`src/rtl/wide_add_seq_if.sv`:
```
// Requester-side bus for wide_add_seq: Start/Ready/Done handshake, operands and result.
// The Sub signal exists only when WIDE_ADD_SUB_EN is defined.
interface wide_add_seq_if #(
    parameter int N     = 4,
    parameter int WORDS = 4
);
    localparam int W = N * WORDS;

    logic         Start;
    logic [W-1:0] A;
    logic [W-1:0] B;
    logic         Cin;
`ifdef WIDE_ADD_SUB_EN
    logic         Sub;
`endif
    logic         Ready;
    logic         Busy;
    logic         Done;
    logic [W-1:0] S;
    logic         Cout;

    modport slave (
`ifdef WIDE_ADD_SUB_EN
        input  Start, A, B, Cin, Sub,
`else
        input  Start, A, B, Cin,
`endif
        output Ready, Busy, Done, S, Cout
    );

    modport master (
`ifdef WIDE_ADD_SUB_EN
        output Start, A, B, Cin, Sub,
`else
        output Start, A, B, Cin,
`endif
        input  Ready, Busy, Done, S, Cout
    );
endinterface

```
`src/rtl/wide_add_seq.sv`:
```
// Multi-word adder: one shared N-bit ripple-carry adder processes N*WORDS-bit operands
// one word per clock, LS word first. Optional subtract mode under macro WIDE_ADD_SUB_EN.
module RCA #(
    parameter int N = 4
) (
    input  logic [N-1:0] i_a,
    input  logic [N-1:0] i_b,
    input  logic         i_cin,
    output logic [N-1:0] o_s,
    output logic         o_cout
);
    logic [N:0] w_c;

    assign w_c[0] = i_cin;
    generate
        for (genvar gi = 0; gi < N; gi++) begin : g_fa
            assign o_s[gi]     = i_a[gi] ^ i_b[gi] ^ w_c[gi];
            assign w_c[gi + 1] = (i_a[gi] & i_b[gi]) | (w_c[gi] & (i_a[gi] ^ i_b[gi]));
        end
    endgenerate
    assign o_cout = w_c[N];
endmodule

module wide_add_seq #(
    parameter int N     = 4,
    parameter int WORDS = 4
) (
    input  logic          clk,
    input  logic          rst,
    wide_add_seq_if.slave bus
);
    localparam int W  = N * WORDS;
    localparam int KW = $clog2(WORDS);

    typedef enum logic [1:0] {IDLE, RUN, DONE} state_t;

    state_t         r_state;
    state_t         w_state_next;
    logic           w_accept;
    logic           w_last;

    logic [W-1:0]   r_a;
    logic [W-1:0]   r_b;
    logic [KW-1:0]  r_k;
    logic           r_c;
    logic           r_cout;
    logic [N-1:0]   r_s_words [WORDS];
`ifdef WIDE_ADD_SUB_EN
    logic           r_sub;
`endif

    logic [N-1:0]   w_a_words [WORDS];
    logic [N-1:0]   w_b_words [WORDS];
    logic [N-1:0]   w_a_word;
    logic [N-1:0]   w_b_word;
    logic [N-1:0]   w_b_op;
    logic [N-1:0]   w_sum;
    logic           w_carry;

    generate
        for (genvar gi = 0; gi < WORDS; gi++) begin : g_words
            assign w_a_words[gi]      = r_a[gi*N +: N];
            assign w_b_words[gi]      = r_b[gi*N +: N];
            assign bus.S[gi*N +: N]   = r_s_words[gi];
        end
    endgenerate

    assign w_a_word = w_a_words[r_k];
    assign w_b_word = w_b_words[r_k];
    assign w_last   = (r_k == KW'(WORDS - 1));

    // Subtraction is A + ~B + 1: invert B here, force the initial carry to 1 on accept.
`ifdef WIDE_ADD_SUB_EN
    assign w_b_op = r_sub ? ~w_b_word : w_b_word;
`else
    assign w_b_op = w_b_word;
`endif

    RCA #(.N(N)) u_rca (
        .i_a    (w_a_word),
        .i_b    (w_b_op),
        .i_cin  (r_c),
        .o_s    (w_sum),
        .o_cout (w_carry)
    );

    always_comb begin
        w_state_next = r_state;
        w_accept     = 1'b0;
        bus.Ready    = 1'b0;
        bus.Busy     = 1'b0;
        bus.Done     = 1'b0;
        case (r_state)
            IDLE: begin
                bus.Ready = 1'b1;
                if (bus.Start) begin
                    w_accept     = 1'b1;
                    w_state_next = RUN;
                end
            end
            RUN: begin
                bus.Busy = 1'b1;
                if (w_last) begin
                    w_state_next = DONE;
                end
            end
            DONE: begin
                bus.Done     = 1'b1;
                w_state_next = IDLE;
            end
            default: w_state_next = IDLE;
        endcase
    end

    assign bus.Cout = r_cout;

    always_ff @(posedge clk) begin
        if (rst) begin
            r_state <= IDLE;
            r_a     <= '0;
            r_b     <= '0;
            r_k     <= '0;
            r_c     <= 1'b0;
            r_cout  <= 1'b0;
`ifdef WIDE_ADD_SUB_EN
            r_sub   <= 1'b0;
`endif
            for (int i = 0; i < WORDS; i++) begin
                r_s_words[i] <= '0;
            end
        end else begin
            r_state <= w_state_next;
            if (w_accept) begin
                r_a <= bus.A;
                r_b <= bus.B;
                r_k <= '0;
`ifdef WIDE_ADD_SUB_EN
                r_sub <= bus.Sub;
                r_c   <= bus.Sub ? 1'b1 : bus.Cin;
`else
                r_c   <= bus.Cin;
`endif
            end
            if (r_state == RUN) begin
                r_s_words[r_k] <= w_sum;
                r_c            <= w_carry;
                r_k            <= r_k + 1'b1;
                if (w_last) begin
                    r_cout <= w_carry;
                end
            end
        end
    end
endmodule
```
`src/flat_wrapper.sv`:
```
// flat-port wrapper written by rule: the top's interface ports become plain ports
module wide_add_seq_flat 
#(
    parameter int N     = 4,
    parameter int WORDS = 4
)
  (clk, rst, bus_Start, bus_A, bus_B, bus_Cin, bus_Ready, bus_Busy, bus_Done, bus_S, bus_Cout);
  wide_add_seq_if #(.N(N), .WORDS(WORDS)) bus_i ();
  input  logic clk;
  input  logic rst;
  input wire logic [$bits(bus_i.Start)-1:0] bus_Start;
  input wire logic [$bits(bus_i.A)-1:0] bus_A;
  input wire logic [$bits(bus_i.B)-1:0] bus_B;
  input wire logic [$bits(bus_i.Cin)-1:0] bus_Cin;
  output wire logic [$bits(bus_i.Ready)-1:0] bus_Ready;
  output wire logic [$bits(bus_i.Busy)-1:0] bus_Busy;
  output wire logic [$bits(bus_i.Done)-1:0] bus_Done;
  output wire logic [$bits(bus_i.S)-1:0] bus_S;
  output wire logic [$bits(bus_i.Cout)-1:0] bus_Cout;
  assign bus_i.Start = bus_Start;
  assign bus_i.A = bus_A;
  assign bus_i.B = bus_B;
  assign bus_i.Cin = bus_Cin;
  assign bus_Ready = bus_i.Ready;
  assign bus_Busy = bus_i.Busy;
  assign bus_Done = bus_i.Done;
  assign bus_S = bus_i.S;
  assign bus_Cout = bus_i.Cout;
  wide_add_seq #(.N(N), .WORDS(WORDS)) u_core (.clk(clk), .rst(rst), .bus(bus_i));
endmodule
```
`config.mk`:
```
export PLATFORM = sky130hd
export DESIGN_NAME = wide_add_seq_flat
export DESIGN_NICKNAME = d
export VERILOG_FILES = /design/src/rtl/wide_add_seq_if.sv /design/src/rtl/wide_add_seq.sv /design/src/flat_wrapper.sv
export SDC_FILE = /design/constraint.sdc
export NUM_CORES = 1
export LEC_CHECK = 0
export BUFFER_PORTS_ARGS = -buffer_cell sky130_fd_sc_hd__buf_2
export CAP_MARGIN = 0
export CORE_MARGIN = 8
export CORE_UTILIZATION = 55
export CTS_BUF_LIST = sky130_fd_sc_hd__clkbuf_8
export CTS_CLUSTER_DIAMETER = 50
export DETAILED_ROUTE_END_ITERATION = 8
export GPL_TIMING_DRIVEN = 0
export PLACE_DENSITY = 0.9
export RECOVER_POWER = 50
export SETUP_SLACK_MARGIN = 0.3
export SLEW_MARGIN = 20
export SYNTH_ARGS = -nofsm -noshare
export SYNTH_HDL_FRONTEND = slang
export SYNTH_SLANG_ARGS = --single-unit
export TNS_END_PERCENT = 100
```
`constraint.sdc`:
```
create_clock -name clk -period 4 [get_ports clk]
set_clock_uncertainty 0.15 [all_clocks]
set_input_delay 0.6 -clock clk [delete_from_list [all_inputs] [get_ports clk]]
set_output_delay 0.6 -clock clk [all_outputs]
set_load 0.02 [all_outputs]
```
==> key figures <==
Logic synthesis
  • Post-synthesis async set-or-reset flop share: 0%
  • Most frequent cells after synthesis: nand2_1, dfxtp_1, a21oi_1, edfxtp_1, nor2_1
  • Sequential element share of the synthesized area: 53.2%
  • Synthesis-stage register bit count: 54
  • Number of synthesized flops with an enable pin: 16
  • Top cells by area, synth: dfxtp_1, edfxtp_1, nand2_1, mux4_2, a21oi_1
  • Mapped Avg Cell Area: 9.93 sq um
  • Yosys top cell area share: 32.6%
  • Yosys warns: 0
  • Synthesized net count: 276
  • Post-Synthesis Cells: 235
  • Prevailing post-synth register cell: dfxtp_1
  • Count leader, synth: nand2_1
  • Yosys cell types: 29
  • Post-Syn Area: 0.00233 sq mm
  • Leading area contributor after synthesis: dfxtp_1

CTS
  • TritonCTS buffer count: 5
  • CTS tree: built
  • Post-CTS resize count: 0
  • CTS Hold Buffers Added: 0
  • Clock root buffer: clkbuf_8
  • Worst-Skew Late Latency: 310 ps
  • Clk buf depth: 2
  • Htree depth: 2
  • Worst-path clk slew: 90 ps
  • Clk sinks: 54
  • Post-CTS Setup Repair Bufs: 0

Worst setup path
  • Reg-to-reg startpoint: u_core.r_k[0]
  • Req. time, crit path: 3920 ps
  • CP max FO: 10
  • CP endpoint kind: flip-flop
  • CP endpoint: u_core.r_s_words[3][3]
  • Worst Reg2Reg Path Length in Cells: 8
  • Worst R2R End: u_core.r_s_words[3][3]
  • CP startpoint: u_core.r_k[0]
  • Arr. time, crit path: approximately 3000 ps
  • R2R Setup Slk: 880 ps
  • Nature of the critical path startpoint: flip-flop
  • Critical path type: reg2reg

Pwr
  • Lkg Pwr: 1.13 nW
  • Pwr Density: about 420 mW/mm^2
  • Total power: ~0.0011 W
  • VDD IR max: 0.262 mV

Timing
  • Setup WS post-layout: 878 ps
  • Tmin final: 3120 ps
  • Setup TNS: 0 ps
  • Unrepaired setup endpoints after global routing: false
  • Final period util: between 70% and 80%
  • Slew headroom: 53.8%
  • Hold Fails Final Rpt: 0
  • Worst-Margin Slew: between 600 and 700 ps
  • Final setup violation count: 0
  • Pins Over Slew Limit: 0
  • Max Clk Rate: 320 MHz

Floorplanning
  • Top-level port count: 56
  • FP Rows: 23
  • DIE AREA: 0.00658 sq mm
  • Initial core utilization: between 50% and 60%
  • DIE WIDTH: 81.1 microns
  • Core area: 0.00403 sq mm
  • Chip Height: 81.1 microns

Cells and area
  • Diode count: 0
  • Final net count: 337
  • Final core utilization: 68.0%
  • Multi-input logic area: 962 sq um
  • Filler cells: 324
  • FF/Latch Area: around 0.0012 sq mm
  • Area grow syn2layout: 17.3%
  • Cell Count, Final, Fillers Out: 347
  • Layout cell share with drive strength beyond 1: ~23%

Status
  • Outcome: complete, no violations

Global routing
  • Total grt overflow: 0
  • Number of global-route vias before repair: 1784
  • Largest net degree at the start of global routing: 18
  • Initial antenna violation count: 0
  • First-pass GRT wire length: 8.30 mm
  • Gr usage total: 16.4%

Detailed routing
  • Vias: 1886
  • Final wirelength: 5.20 mm
  • Drt pass-1 iters: 4
  • DRC: 0
  • DR vias/cell: 5.44
  • DR WL/cell: 15.0 microns
  • Initial drt markers: 148
  • Antenna Violating Nets Remaining: 0

Placed design
  • Hpwl dp: 3.86 mm
  • Placer congestion estimate: 0.830
  • Port Buf Inserts: 54
  • Pre-CTS setup slack: 862 ps
  • DP Cell Count: 339

Flow run
  • Max cap viols: 0

Worst hold path
  • Worst Hold Class: reg2reg
flip-flops by register name, summed over array words and instances, names as in the netlist:
name and count:
u_core.r_a 16, u_core.r_s_words 16, u_core.r_state 2, u_core.r_b 16, u_core.bus.Cout 1, u_core.r_c 1, u_core.r_k 2
routing by layer:
layer | global-route usage, % | share of wire (%) | vias up
met5 | 0 | 0 | -
met4 | 6.43 | 1.4 | 0
met3 | 5.52 | 9.7 | 8
met2 | 26.0 | 47 | 93
met1 | 20.1 | 42 | 873
li1 | - | - | 912
per-stage QoR:
stage,area [sq um],hold slack (ps)
after global routing,2740,322
after floorplan,2330,283
final,2740,307
after detailed placement,2670,293
after CTS,2780,306
after global placement,2670,289
cell families after synthesis:
kind of cell,Yosys count,share of synthesized area [%]
muxes,9,8.15
and+or+nand+nor,101,18.9
adders and majority gates,5,3.97
DFF,54,53.2
AOI/OAI and AO/OA,42,10.4
buffers and inverters,24,5.36
where the power goes:
group	internal (W)	total [W]	leakage (nW)	switching, W
clock network	0.000186	0.000367	0.0504	0.000180
logic	0.0000652	0.000166	0.601	0.000101
registers	0.000595	0.000611	0.479	0.0000159
total	0.000847	0.00114	1.13	0.000297
placed cells by master, fill, tap and decap left out:
| master | count |
|---|---|
| nand2_1 | 68 |
| buf_2 | 49 |
| dfxtp_1 | 38 |
| a21oi_1 | 34 |
| clkbuf_1 | 20 |
| edfxtp_1 | 16 |
| nor2_1 | 12 |
| mux4_2 | 8 |
| inv_1 | 8 |
| and3_1 | 6 |
| nor2b_1 | 5 |
| clkbuf_8 | 5 |
| fa_1 | 4 |
| and2_1 | 3 |
| a21o_1 | 3 |
| nand2b_1 | 2 |
| nor3b_1 | 2 |
| clkinvlp_4 | 2 |
| buf_4 | 1 |
| a31o_1 | 1 |
| or3b_1 | 1 |
| a21oi_2 | 1 |
| o21bai_1 | 1 |
| a2111oi_2 | 1 |
| mux2i_1 | 1 |
| nand3_1 | 1 |
| a21bo_1 | 1 |
| nand3b_1 | 1 |
| ha_1 | 1 |
| bufinv_16 | 1 |
area by class of cell:
cell class | instances | share of cell area (%)
buffer | 16 | 2.51
sequential | 54 | 45.3
tap | 50 | 2.29
multi-input combinational | 157 | 35.1
timing repair buffer | 54 | 9.46
inverter | 8 | 1.10
clock buffer | 5 | 2.51
clock inverter | 3 | 1.65
worst min path at each step:
stage | startpoint | endpoint | slack (ps) | cells past startpoint
finish | u_core.r_b[3] | u_core.r_b[3] | 310 | 2
CTS | u_core.r_b[8] | u_core.r_b[8] | 310 | 2
global route | u_core.r_b[8] | u_core.r_b[8] | 320 | 2
floorplan | u_core.r_a[10] | u_core.r_a[10] | 280 | 2
global placement | u_core.r_b[3] | u_core.r_b[3] | 290 | 2
detailed placement | u_core.r_b[8] | u_core.r_b[8] | 290 | 2
critical path, stage by stage, from the launching register on:
cell and delay [ps]:
dfxtp_1 510, buf_4 270, mux4_2 550, fa_1 430, inv_1 80, fa_1 160, inv_1 50, fa_1 500
and2_1 180
(Power assumes the default switching activity.)
